### src/rtl/pwm_core.sv
// Purpose: duty-cycle PWM driven by the rising edges of a divider square wave, with double-buffered duty.
// Latency: one clk from tick_in first sampled high to cnt/pwm_out/period_start updating together.
// Backpressure: duty_ready = ~pending; one duty value is held until the next wrap (or en low) transfers it.
module pwm_core #(
   parameter int TOP = 99,
   parameter int W   = 7
) (
   input  logic         clk,
   input  logic         rst,
   input  logic         tick_in,
   input  logic         en,
   input  logic [W-1:0] duty_in,
   input  logic         duty_valid,
   output logic         duty_ready,
   output logic         pwm_out,
   output logic         period_start
);

   // Duty fields carry one extra bit so TOP+1 (always-on) is representable even when TOP = 2^W-1.
   localparam int            DW        = W + 1;
   localparam logic [W-1:0]  CNT_TOP   = W'(TOP);
   localparam logic [DW-1:0] DUTY_FULL = DW'(TOP + 1);

   logic          tick_d;
   logic [W-1:0]  cnt;
   logic [W-1:0]  cnt_next;
   logic [DW-1:0] duty_shadow;
   logic [DW-1:0] duty_shadow_next;
   logic [DW-1:0] duty_active;
   logic [DW-1:0] duty_active_next;
   logic [DW-1:0] duty_clamped;
   logic          pending;
   logic          pending_next;
   logic          step;
   logic          wrap;
   logic          accept;
   logic          transfer;
   logic          pwm_next;

   assign duty_ready = ~pending;

   // Step strobe, wrap detect and the handshake/transfer events for this cycle.
   always_comb begin
      step     = tick_in & ~tick_d & en;
      wrap     = step & (cnt == CNT_TOP);
      accept   = duty_valid & ~pending;
      transfer = pending & (wrap | ~en);
   end

   // Period counter: held at 0 while disabled, advances on each step, wraps after TOP.
   always_comb begin
      cnt_next = cnt;
      if (!en) begin
         cnt_next = '0;
      end else if (step) begin
         cnt_next = wrap ? '0 : cnt + W'(1);
      end
   end

   // Duty double buffer: clamp and capture into the shadow, move to active only at a boundary.
   // Accept and transfer are mutually exclusive (pending gates both), so a value captured on
   // a wrap cycle waits for the following wrap.
   always_comb begin
      duty_clamped     = ({1'b0, duty_in} > DUTY_FULL) ? DUTY_FULL : {1'b0, duty_in};
      duty_shadow_next = duty_shadow;
      duty_active_next = duty_active;
      pending_next     = pending;
      if (accept) begin
         duty_shadow_next = duty_clamped;
         pending_next     = 1'b1;
      end
      if (transfer) begin
         duty_active_next = duty_shadow;
         pending_next     = 1'b0;
      end
   end

   // Output compare uses next-state values so a new duty appears on the same edge as its wrap.
   always_comb begin
      pwm_next = ({1'b0, cnt_next} < duty_active_next) & en;
   end

   // State registers, all cleared asynchronously by reset.
   always_ff @(posedge clk or negedge rst) begin
      if (!rst) begin
         tick_d       <= 1'b0;
         cnt          <= '0;
         duty_shadow  <= '0;
         duty_active  <= '0;
         pending      <= 1'b0;
         pwm_out      <= 1'b0;
         period_start <= 1'b0;
      end else begin
         tick_d       <= tick_in;
         cnt          <= cnt_next;
         duty_shadow  <= duty_shadow_next;
         duty_active  <= duty_active_next;
         pending      <= pending_next;
         pwm_out      <= pwm_next;
         period_start <= wrap;
      end
   end

endmodule

### config.mk
export PLATFORM = sky130hd
export DESIGN_NAME = pwm_core
export DESIGN_NICKNAME = d
export VERILOG_FILES = /design/src/rtl/pwm_core.sv
export SDC_FILE = /design/constraint.sdc
export NUM_CORES = 1
export LEC_CHECK = 0
export CORE_MARGIN = 2
export CORE_UTILIZATION = 60
export DETAILED_ROUTE_END_ITERATION = 10
export DONT_BUFFER_PORTS = 1
export PLACE_DENSITY = 0.87
export SKIP_CTS_REPAIR_TIMING = 1
export SYNTH_ARGS = -nofsm -noshare
export SYNTH_HDL_FRONTEND = slang
export SYNTH_SLANG_ARGS = --single-unit
export TNS_END_PERCENT = 50
### constraint.sdc
create_clock -name clk -period 3.6 [get_ports clk]
set_clock_uncertainty 0.15 [all_clocks]
set_input_delay 0.36 -clock clk [delete_from_list [all_inputs] [get_ports clk]]
set_output_delay 0.36 -clock clk [all_outputs]
set_load 0.02 [all_outputs]
== Word-level counts from Yosys, hierarchy flattened ==
Cells that the tools add are included.
Word-level totals
  flip-flop bits (word level): 27
  ROM bits: 0
  input port bits: 12
  bits in writable memories: 0
  memories kept: 0
  bits in latches: 0
Operators by class
  multipliers: 0
  shift operators: 0
  magnitude comparators: 2
  reduce and logical (&&, ||, !) cells: 1
  add/subtract/negate cells: 1
  equal/unequal tests: 1
  mux-type cells: 7
  divide/modulo/power cells: 0
  bitwise operators: 10
Operators with widths (count)
  two-way mux 7 bit: 4
  less-than comparator 7 x 8 -> 1 bit: 1
  two-way mux 8 bit: 1
  adder 7 x 1 -> 7 bit (second input constant): 1
  == test 7 bit (second input constant): 1
  > comparator 7 bit (second input constant): 1
  bitwise AND 1 bit: 6
  NOT 1 bit: 3
  two-way mux 1 bit: 2
  nonzero test 2 bit: 1
  OR 1 bit: 1

== Longest topological paths before layout ==
  word-level depth: 9
  depth in mapped cells: 11
  gate-level depth less buffers: 11

== Worst setup path after synthesis ==
No wires, ideal clock.
  path kind: register to register
  from: reg cnt[0]
  to: reg pwm_out
  path slack: 1.219 ns
  arrival time: 2.149 ns
  setup time: 0.082 ns
  path buffers: 0
  cell stages (with the launch flop): 11
  path through: dfrtp_1 > ha_1 > nand4b_4 > o31ai_4 > nand2_2 > mux2i_1 > ha_1 > a21oi_1 > o21ai_0 > a41o_1 > a31oi_1
Between the ends
  longest elaborated chain between the ends: 7
  elaborated cells on any way between the ends: 11
Ends and longest elaborated chain
  start, declared: line 25  | logic [W-1:0] cnt;
  start signal, assigned: line 95  | cnt <= cnt_next;
  parallel branches: the longest is 5 deep, another holds adder 7 x 1 -> 7 bit
  less-than comparator 7 x 8 -> 1 bit (*): line 80  | pwm_next = ({1'b0, cnt_next} < duty_active_next) & en;
  bitwise AND 1 bit (*): line 80
  net pwm_next: line 38  | logic pwm_next;
  end signal, assigned: line 99  | pwm_out <= pwm_next;
  end, declared: line 15  | output logic pwm_out,
Mark *: on every way through the listed nets, which the timed path passes.
A chain may end at the register's enable or synchronous reset.

== Final worst setup path ==
Ends and elaborated chain as after synthesis.

==> metrics.csv <==
metric;value;unit
commonest non-fill, non-tap cells in the layout;26 x dfrtp_1, 11 x nor2_1, 9 x inv_1;
Fmax;0.3353;GHz
unrepaired setup endpoints after global routing;false;
register area;650.6;um^2
first-pass GRT wire length;4008;um
simple-gate portion of the synthesized area;0.1119;
total number of vias;853;
max-cap viol count;0;
Placement Setup Slack;643.5;ps
crit-path cells;ha_1 -> nand4b_4 -> o31ai_4 -> nand2_2 -> mux2i_1 -> ha_1 -> a21oi_1 -> o21ai_0 -> a41o_1 -> a31oi_1;
area occupied by multi-input gates;556.8;um^2
Root Driver;clkbuf_4;
Data required, critical path;3680;ps
antenna diode count;0;
XOR/XNOR share of the synthesized area;0.04196;
commonest non-fill, non-tap cell in the layout;dfrtp_1;
library cells used by synthesis;31;
Pre-antenna DRT Iters;4;
Leakage;0.6969;nW
HP Class;input port to register;
Num CTS Buffers;3;
CTS clk-pin slew, worst paths;140;ps
# IOs;15;
drc violations;0;
Logic pwr share;0.212;
CP Class;register to register;
PortBufs;0;
slew margin rel.;0.6612;
DR vias/cell;6.050;
Max stage delay cell, worst path;o31ai_4;
crit-path max cell delay;510;ps
FF+latch count, synth;26;
Peak VDD IR;0.0003118;V
antenna viol nets, final;0;
compound-gate portion of the synthesized area;0.1429;
switching power;184.3;uW
PwrDens;477.4;nW/um^2
switching share of power;0.2816;
vias in the first global route;876;
wire per inst;17.11;um
GRT Total Usage;0.2153;
CTS tree;yes;
CTS sink count;26;
Worst setup SP type;register;
Core Area;1962;um^2
Final setup viols;0;
Area contributors post-synth;dfrtp_1 52%, ha_1 7.0%, mux2i_1 4.8%;
Syn Inst Count;106;
Synth top area share;0.5195;
Synth Warn #;0;
H-tree depth;1;
Clock Latency Late Sink;320;ps
Seq/Total Area, Yosys;0.5195;
grt ovf;0;
Placer Congestion;0.8130;
antenna violations before repair;0;
layout net count;134;
Yosys top cell by area;dfrtp_1;
power share of the clock group;0.220;
chip height;49.69;um
initial core utilization;0.6384;
Routed Wire Length;2413;um
Layout area overhead;9.491;%
Adder-Cell Fraction of Synth Area;0.06993;
Final Cycle Share;0.8285;
initial DRC count;14;
# fillers;171;
final worst slack;617.2;ps
worst-path fanout max;12;
count of final hold-check violations;0;
mapped cell area;1252;um^2
Flop pwr share;0.569;
actual slew at the worst max-slew pin;508.1;ps
CP arrival;3070;ps
Final min period;2983;ps
Max Slew Vio Count;0;
num rows;16;
largest net degree at the start of global routing;27;
cell mode on critical path;ha_1;
mux contribution to synthesized area;0.07792;
Clock Path Buffers;2;
CP endpoint kind;register;
share of cells above drive strength 1;0.1140;
run status;completed;
die width;49.69;um
HPWL after DPL;1772;um
synthesized area per cell;11.82;um^2
Syn Nets;125;
DIE AREA;2469;um^2
TNS Setup;0;ps
Internal Pwr Total;470.3;uW
largest family of logic cells by synthesized area;compound AO/OA/AOI/OAI gates;
-- through the flow --
step / instance area, um^2 / hold WS [ps] / power, mW / cells / util
2_1_floorplan: 1252 / -85.59 / 0.4707 / 106 / -
4_1_cts: 1311 / -445.9 / 0.6468 / 136 / 0.6684
6_report: 1371 / 9.301 / 0.6546 / 141 / 0.6990
3_5_place_dp: 1275 / -85.01 / 0.5041 / 132 / 0.6499
3_3_place_gp: 1275 / -85.12 / 0.4926 / 132 / 0.6499
5_1_grt: 1371 / 1.595 / 0.6981 / 141 / 0.6990
-- cells by family after synthesis --
kind of cell             after synthesis
flip-flops                            26
AND/OR/NAND/NOR                       25
AO/OA/AOI/OAI                         23
buffers and inverters                 10
multiplexers                           9
adder cells (fa/ha/maj)                7
XOR/XNOR                               6
-- worst max-delay path, delay by kind of cell (launching register included) --
kind | cells | cell delay [ps]
flip-flops | 1 | 420
multiplexers | 1 | 280
AO/OA/AOI/OAI | 5 | 1130
AND/OR/NAND/NOR | 2 | 420
adder cells (fa/ha/maj) | 2 | 510
-- power groups by stage --
| stage | clock network, mW | logic, mW | registers, mW |
|---|---|---|---|
| floorplan | 0 | 0.104 | 0.367 |
| global placement | 0 | 0.118 | 0.374 |
| detailed placement | 0 | 0.126 | 0.378 |
| CTS | 0.145 | 0.129 | 0.372 |
| global route | 0.161 | 0.159 | 0.378 |
| finish | 0.144 | 0.139 | 0.372 |
-- flip-flops by register name (all words and copies together), names as in the netlist --
register      flops
pwm_out           1
duty_active       8
period_start      1
cnt               7
duty_shadow       7
pending           1
tick_d            1
-- cells in the mapped netlist --
library cell   n
a21oi_1        4
nor2_1        11
mux2_2         2
o21ai_0        4
o41a_1         1
and3_1         3
a211oi_1       2
xor2_1         2
or2_2          1
a22o_1         4
nand4b_4       1
ha_1           7
a41o_1         1
buf_6          1
a31oi_1        2
nand4_1        1
xnor2_1        4
dfrtp_1       26
mux2_4         1
o31ai_4        1
nand2_2        1
o221ai_1       1
nand4bb_1      1
mux2i_1        6
nor3_1         1
a21boi_0       1
a21bo_2        1
nand2b_1       1
nand2_1        4
inv_1          9
o21a_1         1
-- layer usage --
| metal | wire [um] | track usage |
|---|---|---|
| met1 | 979 | 0.2673 |
| met2 | 1321 | 0.3867 |
| met3 | 77 | 0.02727 |
| met4 | 35 | 0.06944 |
| met5 | 0 | 0 |
-- area by class of cell --
cell class                      instances  area share
Sequential cell                        26      0.4745
Multi-Input combinational cell         70      0.4060
Timing Repair Buffer                    5     0.04380
Clock buffer                            4     0.02646
Inverter                                9     0.02463
Tap cell                               27     0.02463
-- final timing paths --
check	from	to	slack, ps	cells past startpoint
setup reg to reg	cnt[0]	pwm_out	620	10
min in group asynchronous	rst	period_start	300	2
hold reg to reg	duty_active[3]	duty_active[3]	370	2
setup / recovery	cnt[0]	pwm_out	620	10
max in group asynchronous	rst	cnt[6]	2830	2
hold / removal	duty_in[1]	duty_shadow[1]	9	1
Note: power is estimated with default switching activity, not from simulation.
